<file path="config.mk">
export PLATFORM = sky130hd
export DESIGN_NAME = calc_sequencer
export DESIGN_NICKNAME = d
export VERILOG_FILES = /design/src/rtl/calc_pkg.sv /design/src/rtl/calc_sequencer_dec_entry.sv /design/src/rtl/calc_sequencer.sv
export SDC_FILE = /design/constraint.sdc
export NUM_CORES = 1
export LEC_CHECK = 0
export CAP_MARGIN = 10
export CELL_PAD_IN_SITES_DETAIL_PLACEMENT = 0
export CELL_PAD_IN_SITES_GLOBAL_PLACEMENT = 2
export CORE_MARGIN = 3
export CORE_UTILIZATION = 32
export CTS_CLUSTER_DIAMETER = 60
export CTS_CLUSTER_SIZE = 28
export DETAILED_ROUTE_END_ITERATION = 8
export PLACE_DENSITY = 0.86
export SLEW_MARGIN = 0
export SYNTH_ARGS = -nofsm -noshare
export SYNTH_HDL_FRONTEND = slang
export SYNTH_SLANG_ARGS = --single-unit
export TNS_END_PERCENT = 30
</file>
<file path="constraint.sdc">
create_clock -name clock -period 6.2 [get_ports clock]
set_clock_uncertainty 0.05 [all_clocks]
set_input_delay 1.24 -clock clock [delete_from_list [all_inputs] [get_ports clock]]
set_output_delay 1.24 -clock clock [all_outputs]
set_load 0.05 [all_outputs]
</file>
<file path="src/rtl/calc_pkg.sv">
// Shared encodings for the calculator sequencer: keypad codes, ALU ops,
// result-holder select values and the sequencer state enum.
package calc_pkg;

  localparam logic [3:0] KEY_ADD = 4'd10;
  localparam logic [3:0] KEY_SUB = 4'd11;
  localparam logic [3:0] KEY_MUL = 4'd12;
  localparam logic [3:0] KEY_DIV = 4'd13;
  localparam logic [3:0] KEY_EQ  = 4'd14;
  localparam logic [3:0] KEY_CLR = 4'd15;

  localparam logic [1:0] OP_ADD = 2'd0;
  localparam logic [1:0] OP_SUB = 2'd1;
  localparam logic [1:0] OP_MUL = 2'd2;
  localparam logic [1:0] OP_DIV = 2'd3;

  localparam logic [2:0] SEL_IDLE = 3'b000;
  localparam logic [2:0] SEL_SHOW = 3'b011;
  localparam logic [2:0] SEL_CLR  = 3'b100;

  typedef enum logic [2:0] {
    ST_ENTER_A = 3'd0,
    ST_ENTER_B = 3'd1,
    ST_START   = 3'd2,
    ST_WAIT    = 3'd3,
    ST_SHOW    = 3'd4,
    ST_ERR     = 3'd5
  } state_e;

  function automatic logic is_digit(input logic [3:0] k);
    return k <= 4'd9;
  endfunction

  function automatic logic is_oper(input logic [3:0] k);
    return (k >= KEY_ADD) && (k <= KEY_DIV);
  endfunction

  // Operator keys are contiguous and in the same order as the ALU op codes.
  function automatic logic [1:0] key_to_op(input logic [3:0] k);
    logic [3:0] diff;
    diff = k - KEY_ADD;
    return diff[1:0];
  endfunction

endpackage

</file>
<file path="src/rtl/calc_sequencer_dec_entry.sv">
// Decimal operand accumulator: acc*10+digit, refusing any digit that would
// overflow WIDTH bits. Shared by operands A and B; the sequencer picks which.
module dec_entry #(
  parameter int WIDTH = 8
) (
  input  logic [WIDTH-1:0] acc_i,
  input  logic             clear_i,
  input  logic             load_i,
  input  logic [WIDTH-1:0] load_val_i,
  input  logic             digit_i,
  input  logic [3:0]       digit_val_i,
  output logic [WIDTH-1:0] acc_o,
  output logic             digit_ok_o
);

  localparam int XW = WIDTH + 4;
  localparam logic [XW-1:0] TEN     = XW'(10);
  localparam logic [XW-1:0] ACC_MAX = {4'b0000, {WIDTH{1'b1}}};

  logic [XW-1:0] acc_ext;
  logic          fits;

  assign acc_ext    = ({4'b0000, acc_i} * TEN) + {{WIDTH{1'b0}}, digit_val_i};
  assign fits       = (acc_ext <= ACC_MAX);
  assign digit_ok_o = digit_i & fits;

  always_comb begin
    acc_o = acc_i;
    if (clear_i) begin
      acc_o = '0;
    end else if (load_i) begin
      acc_o = load_val_i;
    end else if (digit_ok_o) begin
      acc_o = acc_ext[WIDTH-1:0];
    end
  end

endmodule

</file>
<file path="src/rtl/calc_sequencer.sv">
// Calculator control FSM: builds decimal operands from keypad strobes, runs
// the ALU start/done handshake and drives the result holder.
//
// state    | meaning
// ENTER_A  | entering first operand
// ENTER_B  | entering second operand (operator chosen)
// START    | one-cycle alu_start pulse
// WAIT     | waiting for alu_done, bounded by ALU_TIMEOUT
// SHOW     | result presented to holder; keys locked for the first 2 cycles
// ERR      | ALU error or timeout; only CLR exits
module calc_sequencer
  import calc_pkg::*;
#(
  parameter int WIDTH       = 8,
  parameter int ALU_TIMEOUT = 15
) (
  input  logic             clock,
  input  logic             reset,
  input  logic             key_valid,
  input  logic [3:0]       key_code,
  output logic             key_ready,
  output logic [WIDTH-1:0] alu_a,
  output logic [WIDTH-1:0] alu_b,
  output logic [1:0]       alu_op,
  output logic             alu_start,
  input  logic             alu_done,
  input  logic [WIDTH-1:0] alu_result,
  input  logic             alu_err,
  output logic [WIDTH-1:0] disp_value,
  output logic [WIDTH-1:0] hold_value,
  output logic [2:0]       holder_sel,
  output logic             error,
  output logic             busy
);

  localparam int              CNT_W     = $clog2(ALU_TIMEOUT + 1);
  localparam logic [CNT_W-1:0] WAIT_LAST = CNT_W'(ALU_TIMEOUT - 1);
  localparam logic [1:0]       SHOW_OPEN = 2'd2;

  state_e           state_q, state_d;
  logic [WIDTH-1:0] a_q, a_d, b_q, b_d, hold_q, hold_d;
  logic             a_has_q, a_has_d, b_has_q, b_has_d;
  logic [1:0]       op_q, op_d;
  logic             clr_q, clr_d;
  logic [CNT_W-1:0] wcnt_q, wcnt_d;
  logic [1:0]       scnt_q, scnt_d;

  logic             key_acc;
  logic [WIDTH-1:0] de_acc, de_acc_nx;
  logic             de_clear, de_load, de_digit, de_ok;

  always_comb begin
    unique case (state_q)
      ST_ENTER_A, ST_ENTER_B, ST_ERR: key_ready = 1'b1;
      ST_SHOW:                        key_ready = (scnt_q == SHOW_OPEN);
      default:                        key_ready = 1'b0;
    endcase
  end

  assign key_acc = key_valid & key_ready;

  // SHOW feeds a zero accumulator so a digit there starts a fresh A.
  always_comb begin
    unique case (state_q)
      ST_ENTER_B: de_acc = b_q;
      ST_SHOW:    de_acc = '0;
      default:    de_acc = a_q;
    endcase
  end

  assign de_clear = key_acc & (key_code == KEY_CLR);
  assign de_load  = key_acc & is_oper(key_code) & (state_q == ST_SHOW);
  assign de_digit = key_acc & is_digit(key_code) &
                    ((state_q == ST_ENTER_A) || (state_q == ST_ENTER_B) || (state_q == ST_SHOW));

  dec_entry #(.WIDTH(WIDTH)) u_entry (
    .acc_i       (de_acc),
    .clear_i     (de_clear),
    .load_i      (de_load),
    .load_val_i  (hold_q),
    .digit_i     (de_digit),
    .digit_val_i (key_code),
    .acc_o       (de_acc_nx),
    .digit_ok_o  (de_ok)
  );

  always_comb begin
    state_d = state_q;
    a_d     = a_q;
    b_d     = b_q;
    a_has_d = a_has_q;
    b_has_d = b_has_q;
    op_d    = op_q;
    hold_d  = hold_q;
    clr_d   = 1'b0;
    wcnt_d  = '0;
    scnt_d  = '0;

    unique case (state_q)
      ST_ENTER_A: begin
        if (key_acc && is_digit(key_code)) begin
          a_d = de_acc_nx;
          if (de_ok) a_has_d = 1'b1;
        end else if (key_acc && is_oper(key_code)) begin
          op_d    = key_to_op(key_code);
          b_d     = '0;
          b_has_d = 1'b0;
          state_d = ST_ENTER_B;
        end
      end
      ST_ENTER_B: begin
        if (key_acc && is_digit(key_code)) begin
          b_d = de_acc_nx;
          if (de_ok) b_has_d = 1'b1;
        end else if (key_acc && is_oper(key_code)) begin
          if (!b_has_q) op_d = key_to_op(key_code);
        end else if (key_acc && (key_code == KEY_EQ) && b_has_q) begin
          state_d = ST_START;
        end
      end
      ST_START: state_d = ST_WAIT;
      ST_WAIT: begin
        if (alu_done) begin
          if (alu_err) begin
            state_d = ST_ERR;
          end else begin
            hold_d  = alu_result;
            state_d = ST_SHOW;
          end
        end else if (wcnt_q == WAIT_LAST) begin
          state_d = ST_ERR;
        end else begin
          wcnt_d = wcnt_q + 1'b1;
        end
      end
      ST_SHOW: begin
        scnt_d = (scnt_q == SHOW_OPEN) ? scnt_q : scnt_q + 2'd1;
        if (key_acc && is_digit(key_code)) begin
          a_d     = de_acc_nx;
          a_has_d = 1'b1;
          state_d = ST_ENTER_A;
        end else if (key_acc && is_oper(key_code)) begin
          a_d     = de_acc_nx;
          a_has_d = 1'b1;
          op_d    = key_to_op(key_code);
          b_d     = '0;
          b_has_d = 1'b0;
          state_d = ST_ENTER_B;
        end
      end
      default: ;
    endcase

    if (de_clear) begin
      a_d     = '0;
      b_d     = '0;
      a_has_d = 1'b0;
      b_has_d = 1'b0;
      op_d    = OP_ADD;
      hold_d  = '0;
      clr_d   = 1'b1;
      state_d = ST_ENTER_A;
    end
  end

  always_ff @(posedge clock) begin
    if (reset) begin
      state_q <= ST_ENTER_A;
      a_q     <= '0;
      b_q     <= '0;
      a_has_q <= 1'b0;
      b_has_q <= 1'b0;
      op_q    <= OP_ADD;
      hold_q  <= '0;
      clr_q   <= 1'b0;
      wcnt_q  <= '0;
      scnt_q  <= '0;
    end else begin
      state_q <= state_d;
      a_q     <= a_d;
      b_q     <= b_d;
      a_has_q <= a_has_d;
      b_has_q <= b_has_d;
      op_q    <= op_d;
      hold_q  <= hold_d;
      clr_q   <= clr_d;
      wcnt_q  <= wcnt_d;
      scnt_q  <= scnt_d;
    end
  end

  assign alu_a      = a_q;
  assign alu_b      = b_q;
  assign alu_op     = op_q;
  assign alu_start  = (state_q == ST_START);
  assign busy       = (state_q == ST_START) || (state_q == ST_WAIT);
  assign error      = (state_q == ST_ERR);
  assign hold_value = hold_q;

  always_comb begin
    unique case (state_q)
      ST_ENTER_A:     disp_value = a_q;
      ST_SHOW, ST_ERR: disp_value = hold_q;
      default:        disp_value = b_q;
    endcase
  end

  always_comb begin
    if (state_q == ST_SHOW)                 holder_sel = SEL_SHOW;
    else if ((state_q == ST_ERR) || clr_q)  holder_sel = SEL_CLR;
    else                                    holder_sel = SEL_IDLE;
  end

endmodule

</file>
==> results of run 1 <==
[worst max path at each step]
| stage | depth (start not counted) | endpoint | slack, ps | start |
|---|---|---|---|---|
| finish | 14 | alu_b[1] | 1460 | state_q[0] |
| global route | 14 | alu_a[6] | 1090 | state_q[0] |
| CTS | 14 | alu_a[6] | 1500 | state_q[0] |
| detailed placement | 14 | alu_b[1] | 1560 | state_q[0] |
| global placement | 14 | alu_b[6] | 1690 | state_q[0] |
| floorplan | 17 | alu_a[2] | 2410 | state_q[0] |
[flip-flops by register name, summed over array words and instances (netlist names)]
signal / flops
wcnt_q: 4
state_q: 3
scnt_q: 2
alu_op: 2
b_has_q: 1
clr_q: 1
hold_value: 8
alu_b: 8
alu_a: 8
[synthesized netlist by cell type (2+ instances only)]
| cell | count | area share, % |
|---|---|---|
| o21bai_1 | 4 | 1.1 |
| inv_1 | 15 | 2.1 |
| or2_2 | 3 | 0.70 |
| nand3b_1 | 2 | 0.56 |
| buf_1 | 3 | 0.42 |
| clkbuf_1 | 7 | 0.99 |
| a31oi_1 | 7 | 1.6 |
| o21ai_1 | 3 | 0.56 |
| dfxtp_1 | 37 | 28 |
| and3_1 | 3 | 0.70 |
| o31ai_1 | 2 | 0.56 |
| nor2b_1 | 6 | 1.4 |
| mux2i_1 | 12 | 4.5 |
| a21oi_1 | 25 | 4.7 |
| nand2b_1 | 5 | 1.2 |
| nand3_1 | 5 | 0.94 |
| ha_1 | 16 | 7.5 |
| xnor2_1 | 4 | 1.3 |
| nand4_1 | 3 | 0.70 |
| nor3_1 | 3 | 0.56 |
| a21o_1 | 4 | 1.1 |
| xor2_1 | 7 | 2.3 |
| buf_6 | 4 | 1.7 |
| nor4_1 | 3 | 0.70 |
| nand2_1 | 27 | 3.8 |
| fa_1 | 2 | 1.5 |
| nor2_1 | 34 | 4.8 |
| o21ai_0 | 33 | 6.2 |
| a211oi_1 | 6 | 1.7 |
| a22o_1 | 3 | 0.99 |
| a22oi_1 | 22 | 6.2 |
| nor3b_2 | 2 | 0.94 |
[layout make-up]
class                      instances  area, µm²  area share [%]
clock buffer                       5       68.8            2.00
clock inverter                     3       65.1            1.89
inverter                          15       56.3            1.64
multi-input combinational        266       1780            51.7
sequential                        37        741            21.6
tap                              102        128            3.72
timing repair buffer              61        601            17.5
[power by group through the flow]
stage	clock network, mW	registers (mW)	logic (mW)
2_1_floorplan	0	0.278	0.167
3_3_place_gp	0	0.265	0.256
3_5_place_dp	0	0.265	0.257
4_1_cts	0.260	0.259	0.258
5_1_grt	0.271	0.261	0.281
6_report	0.257	0.259	0.258
[worst register-to-register path: stages, from the launching register on]
cell	delay (ps)
dfxtp_1	720
nor2b_1	630
a22oi_1	130
o21ai_0	440
ha_1	330
ha_1	210
inv_1	70
fa_1	450
nand3b_1	190
o2bb2ai_1	290
nand4_1	180
nand2_1	210
and3_4	320
mux2i_1	270
o21ai_1	100
[stage by stage]
stage                     total power [mW]  instance area (µm²)  setup WS, ps
after floorplan                      0.445                 2670          2410
after global placement               0.521                 3300          1690
after detailed placement             0.522                 3300          1560
after CTS                            0.777                 3430          1500
after global routing                 0.813                 3430          1090
final                                0.774                 3430          1460
[cell families after synthesis]
| group | count (synthesis) | share of synthesized area, % |
|---|---|---|
| buf+inv | 31 | 5.68 |
| flops | 37 | 27.8 |
| xor+xnor | 11 | 3.61 |
| fa+ha+maj | 18 | 9.01 |
| simple gates | 104 | 19.5 |
| compound gates | 121 | 29.9 |
| mux | 12 | 4.50 |
[metal layers]
layer	routed length [µm]	share of wire (%)
met3	554	6.5
met1	4100	48
met4	70	0.82
met5	0	0
met2	3810	45
==> impl_metrics.env, run 1 <==
export IMPL_internal_power_uw=497
export IMPL_period_minus_slack_ps=4740
export IMPL_endpoint_kind="flop"
export IMPL_synth_nets=369
export IMPL_grt_pass1_vias=2665
export IMPL_ff2ff_setup_slack_ps=1460
export IMPL_synth_cell_types=54
export IMPL_arrival_ps=4860
export IMPL_slowest_delay_ps=720
export IMPL_finalSetupViolations=0
export IMPL_max_cap_violations=0
export IMPL_worstReg2RegEnd="alu_b[1]"
export IMPL_wire_per_inst_um=17.5
export IMPL_cts_resized=0
export IMPL_grt_overflow_total=0
export IMPL_syn2layout_area_growth_pct=28.8
export IMPL_p_leak_nw=1.24
export IMPL_syn_inst=334
export IMPL_first_pass_iters=4
export IMPL_cts_setup_buffers=0
export IMPL_antenna_cells=0
export IMPL_crit_required_ps=6320
export IMPL_sw_frac_of_total_pct=35.7
export IMPL_syn_area_um2=2670
export IMPL_p_sw_uw=277
export IMPL_tightest_slew_ps=936
export IMPL_track_usage_pct=18.0
export IMPL_antenna_found_initial=0
export IMPL_fin_crit_sh_pct=76.4
export IMPL_crit_fanout=18
export IMPL_synthFlopType="dfxtp_1"
export IMPL_rsz0062_at_grt="no"
export IMPL_max_freq_mhz=211
export IMPL_slew_viol_final=0
export IMPL_cts_sinks=37
export IMPL_avgSynthCellArea_um2=7.99
export IMPL_post_drt_via_cell_ratio=5.45
export IMPL_setup_tns_ps=0
export IMPL_max_clock_path_buffers=2
export IMPL_holdPathEnd="wcnt_q[0]"
export IMPL_top_usage_layer="met2"
export IMPL_async_flop_share_pct=0
export IMPL_io_pins=58
export IMPL_holdCritStartpoint="wcnt_q[0]"
export IMPL_path_cells="nor2b_1 -> a22oi_1 -> o21ai_0 -> ha_1 -> ha_1 -> inv_1 -> fa_1 -> nand3b_1 -> o2bb2ai_1 -> nand4_1 -> nand2_1 -> and3_4 -> mux2i_1 -> o21ai_1"
export IMPL_h_tree_depth=2
export IMPL_core_um2=7930
export IMPL_met3_usage_pct=3.95
export IMPL_gp_congestion=0.882
export IMPL_regToRegStartpoint="state_q[0]"
export IMPL_hold_violations=0
export IMPL_reg2reg_depth=14
export IMPL_ir_drop_mv=0.0931
export IMPL_ys_seq_elements=37
export IMPL_die_area_um2=9470
export IMPL_wl_mm=8.54
export IMPL_crit_type="flop to flop"
export IMPL_slowest_stage="dfxtp_1"
export IMPL_grt_pass1_wl_mm=14.1
export IMPL_instances_no_fill=489
export IMPL_slew_headroom_pct=37.3
export IMPL_cts_root_buf="clkbuf_8"
export IMPL_fin_util_pct=43.3
export IMPL_worst_setup_path_start_kind="flop"
export IMPL_p_clk_share_pct=33.2
export IMPL_dpl_cell_count=481
export IMPL_fin_hold_ws_ps=423
export IMPL_port_buffers=57
export IMPL_layout_commonest_cell="clkdlybuf4s50_1"
export IMPL_layout_common_cells="57 x clkdlybuf4s50_1, 37 x dfxtp_1, 34 x nor2_1, 33 x o21ai_0, 27 x nand2_1"
export IMPL_clkTransAtPathRegs_ps=90
export IMPL_dieHeight_um=97.3
export IMPL_num_rows=32
export IMPL_numCtsBuffers=5
export IMPL_clock_latency_ps=300
export IMPL_drt_iter0_markers=147
export IMPL_seqPwrFrac_pct=33.5
export IMPL_drtAntennaViolNets=0
export IMPL_start_util_pct=33.6
export IMPL_status="finished, final reports clean"
export IMPL_crit_top_cell="ha_1"
export IMPL_dp_hpwl_mm=6.60
export IMPL_n_fill_cell=815
export IMPL_seq_area_frac_synth_pct=27.8
export IMPL_cts_tree="built"
export IMPL_use_met2_pct=27.7
export IMPL_synth_edf_count=0
export IMPL_combPwrFrac_pct=33.3
export IMPL_cts_hold_buf=0
export IMPL_grt_max_degree=28
export IMPL_crit_family="simple AND/OR/NAND/NOR gates"
export IMPL_drive_above_1_share_pct=6.72
export IMPL_drc_errors=0
export IMPL_finalNetCount=421
export IMPL_yosys_warnings=0
export IMPL_vias=2663
export IMPL_critical_path_buf_inv_count=1
export IMPL_powerDensity_nw_per_um2=225
export IMPL_min_path_type="flop to flop"
export IMPL_hold_depth=1
export IMPL_dieWidth_um=97.3
export IMPL_grt_use_met1_pct=25.6
Power figures use the tool's default switching activity.
==> run 2: changes to the inputs <==
--- a/config.mk
+++ b/config.mk
@@ -9,11 +9,11 @@
 export CELL_PAD_IN_SITES_DETAIL_PLACEMENT = 0
 export CELL_PAD_IN_SITES_GLOBAL_PLACEMENT = 2
 export CORE_MARGIN = 3
-export CORE_UTILIZATION = 32
+export CORE_UTILIZATION = 26
 export CTS_CLUSTER_DIAMETER = 60
 export CTS_CLUSTER_SIZE = 28
 export DETAILED_ROUTE_END_ITERATION = 8
-export PLACE_DENSITY = 0.86
+export PLACE_DENSITY = 0.75
 export SLEW_MARGIN = 0
 export SYNTH_ARGS = -nofsm -noshare
 export SYNTH_HDL_FRONTEND = slang
==> constraint.sdc (replaced) <==
create_clock -name clock -period 4.2 [get_ports clock]
set_clock_uncertainty 0.05 [all_clocks]
set_input_delay 0.84 -clock clock [delete_from_list [all_inputs] [get_ports clock]]
set_output_delay 0.84 -clock clock [all_outputs]
set_load 0.05 [all_outputs]
==> run 2 against run 1 <==
Compared with the run above:
- wire length is 0.82% higher
- fmax is 21% higher
- critical path depth is 3 higher
- clock-buffer cell count is 1 higher
- die area is 22% higher
- global-route usage is 2.9 points lower
- final cell count is 8.6% higher
- design area is 2.3% higher
- first-iteration DRC count is 9.5% higher
==> impl_metrics.env, run 2 (synthesized netlist as in run 1, its figures left out) <==
export IMPL_p_leak_nw=1.28
export IMPL_period_minus_slack_ps=3900
export IMPL_path_cells="nor2b_2 -> buf_4 -> a22oi_1 -> nor2_1 -> a21oi_2 -> inv_1 -> ha_1 -> ha_1 -> inv_1 -> fa_1 -> nand3b_1 -> o2bb2ai_1 -> nand4_1 -> nand2_1 -> and3_4 -> mux2i_2 -> a32o_1"
export IMPL_worstReg2RegEnd="alu_a[6]"
export IMPL_status="finished, final reports clean"
export IMPL_dieHeight_um=107
export IMPL_n_fill_cell=1059
export IMPL_drc_errors=0
export IMPL_grt_pass1_vias=2625
export IMPL_slew_viol_final=0
export IMPL_setup_tns_ps=0
export IMPL_max_clock_path_buffers=2
export IMPL_cts_tree="built"
export IMPL_grt_overflow_total=0
export IMPL_clkTransAtPathRegs_ps=80
export IMPL_layout_common_cells="57 x clkdlybuf4s50_1, 37 x dfxtp_1, 34 x nor2_1, 30 x o21ai_0, 27 x nand2_1"
export IMPL_core_um2=9860
export IMPL_io_pins=58
export IMPL_drive_above_1_share_pct=9.80
export IMPL_startpoint="state_q[0]"
export IMPL_h_tree_depth=2
export IMPL_start_util_pct=27.0
export IMPL_port_buffers=57
export IMPL_antenna_found_initial=0
export IMPL_reg2reg_depth=17
export IMPL_post_drt_via_cell_ratio=5.07
export IMPL_min_path_type="flop to flop"
export IMPL_crit_fanout=11
export IMPL_powerDensity_nw_per_um2=294
export IMPL_dieWidth_um=107
export IMPL_slowest_stage="fa_1"
export IMPL_arrival_ps=4090
export IMPL_fin_hold_ws_ps=422
export IMPL_first_pass_iters=4
export IMPL_crit_end="alu_a[6]"
export IMPL_layout_commonest_cell="clkdlybuf4s50_1"
export IMPL_clock_latency_ps=300
export IMPL_layout_setup_ws_ps=296
export IMPL_rsz0062_at_grt="no"
export IMPL_cts_sinks=37
export IMPL_regToRegStartpoint="state_q[0]"
export IMPL_met3_usage_pct=2.82
export IMPL_ff2ff_setup_slack_ps=300
export IMPL_wl_mm=8.61
export IMPL_fin_crit_sh_pct=93.0
export IMPL_slowest_delay_ps=450
export IMPL_grt_max_degree=26
export IMPL_seqCellArea_um2=741
export IMPL_numCtsBuffers=5
export IMPL_dp_slack_ps=154
export IMPL_endpoint_kind="flop"
export IMPL_track_usage_pct=15.1
export IMPL_tightest_slew_ps=916
export IMPL_grt_use_met1_pct=21.0
export IMPL_gp_congestion=0.884
export IMPL_grt_pass1_wl_mm=13.9
export IMPL_finalSetupViolations=0
export IMPL_top_usage_layer="met2"
export IMPL_ir_drop_mv=0.135
export IMPL_slew_headroom_pct=38.7
export IMPL_num_rows=36
export IMPL_use_met2_pct=24.6
export IMPL_drt_iter0_markers=161
export IMPL_multi_input_area_um2=1790
export IMPL_antenna_cells=0
export IMPL_vias=2693
export IMPL_max_cap_violations=0
export IMPL_holdCritStartpoint="wcnt_q[0]"
export IMPL_die_area_um2=11500
export IMPL_crit_required_ps=4390
export IMPL_syn2layout_area_growth_pct=31.8
export IMPL_wire_per_inst_um=16.2
export IMPL_cts_root_buf="clkbuf_8"
export IMPL_max_freq_mhz=256
export IMPL_finalNetCount=432
export IMPL_crit_type="flop to flop"
export IMPL_drtAntennaViolNets=0
export IMPL_hold_violations=0
export IMPL_dp_hpwl_mm=6.83
export IMPL_worst_setup_path_start_kind="flop"
[run 2: changes by cell type in the layout (fill, tap and decap cells not counted), moves of 2 or more]
cell and delta:
o21ai_1 +3, o21ai_0 -3, bufinv_16 -2, buf_4 +11
[run 2: worst min path at each step]
stage | cells after the start | endpoint | slack, ps
after floorplan | 1 | wcnt_q[0] | 380
after global placement | 1 | wcnt_q[0] | 400
after CTS | 1 | wcnt_q[0] | 430
after detailed placement | 1 | wcnt_q[0] | 400
final | 1 | wcnt_q[0] | 420
after global routing | 2 | alu_op[0] | 470
[run 2: report_power, final]
group	switching, mW	total [mW]	internal [mW]
Clock	0.134	0.250	0.115
Sequential	0.0147	0.377	0.362
Combinational	0.259	0.407	0.148
Total	0.408	1.03	0.626
[run 2: timing repair]
action / 4_1_cts / 5_1_grt
hold buffers: 0 / 0
setup buffers: 0 / 0
resized for setup: 0 / 6
endpoints found under the hold margin: 0 / 0
endpoints found under the setup margin: 0 / 12
[run 2: area by class of cell]
class,count,share of cell area [%]
sequential,37,21.1
inverter,15,1.60
clock buffer,6,2.06
tap,133,4.73
timing repair buffer,72,19.4
clock inverter,2,0.285
multi-input combinational,266,50.8
[run 2: metrics by stage]
| step | instance area (µm²) | power, mW | std cells | utilization (%) |
|---|---|---|---|---|
| 6_report | 3510 | 1.03 | 531 | 35.6 |
| 5_1_grt | 3510 | 1.09 | 531 | 35.6 |
| 4_1_cts | 3500 | 1.04 | 531 | 35.5 |
| 3_5_place_dp | 3420 | 0.790 | 523 | 34.7 |
| 3_3_place_gp | 3420 | 0.791 | 523 | 34.7 |
| 2_1_floorplan | 2670 | 0.658 | 334 | - |
[run 2: worst max-delay path, delay by kind of cell (launching register included)]
kind / cells / cell delay [ps]
muxes: 1 / 300
buffers and inverters: 3 / 310
AOI/OAI and AO/OA: 4 / 800
adders and majority gates: 3 / 960
and+or+nand+nor: 6 / 1100
DFF: 1 / 330
[run 2: routing by layer]
metal	wire length, µm	up-vias	share of wire [%]
met3	372	11	4.3
met2	3990	63	46
met5	0	-	0
met1	4140	1264	48
li1	-	1355	-
met4	100	0	1.2
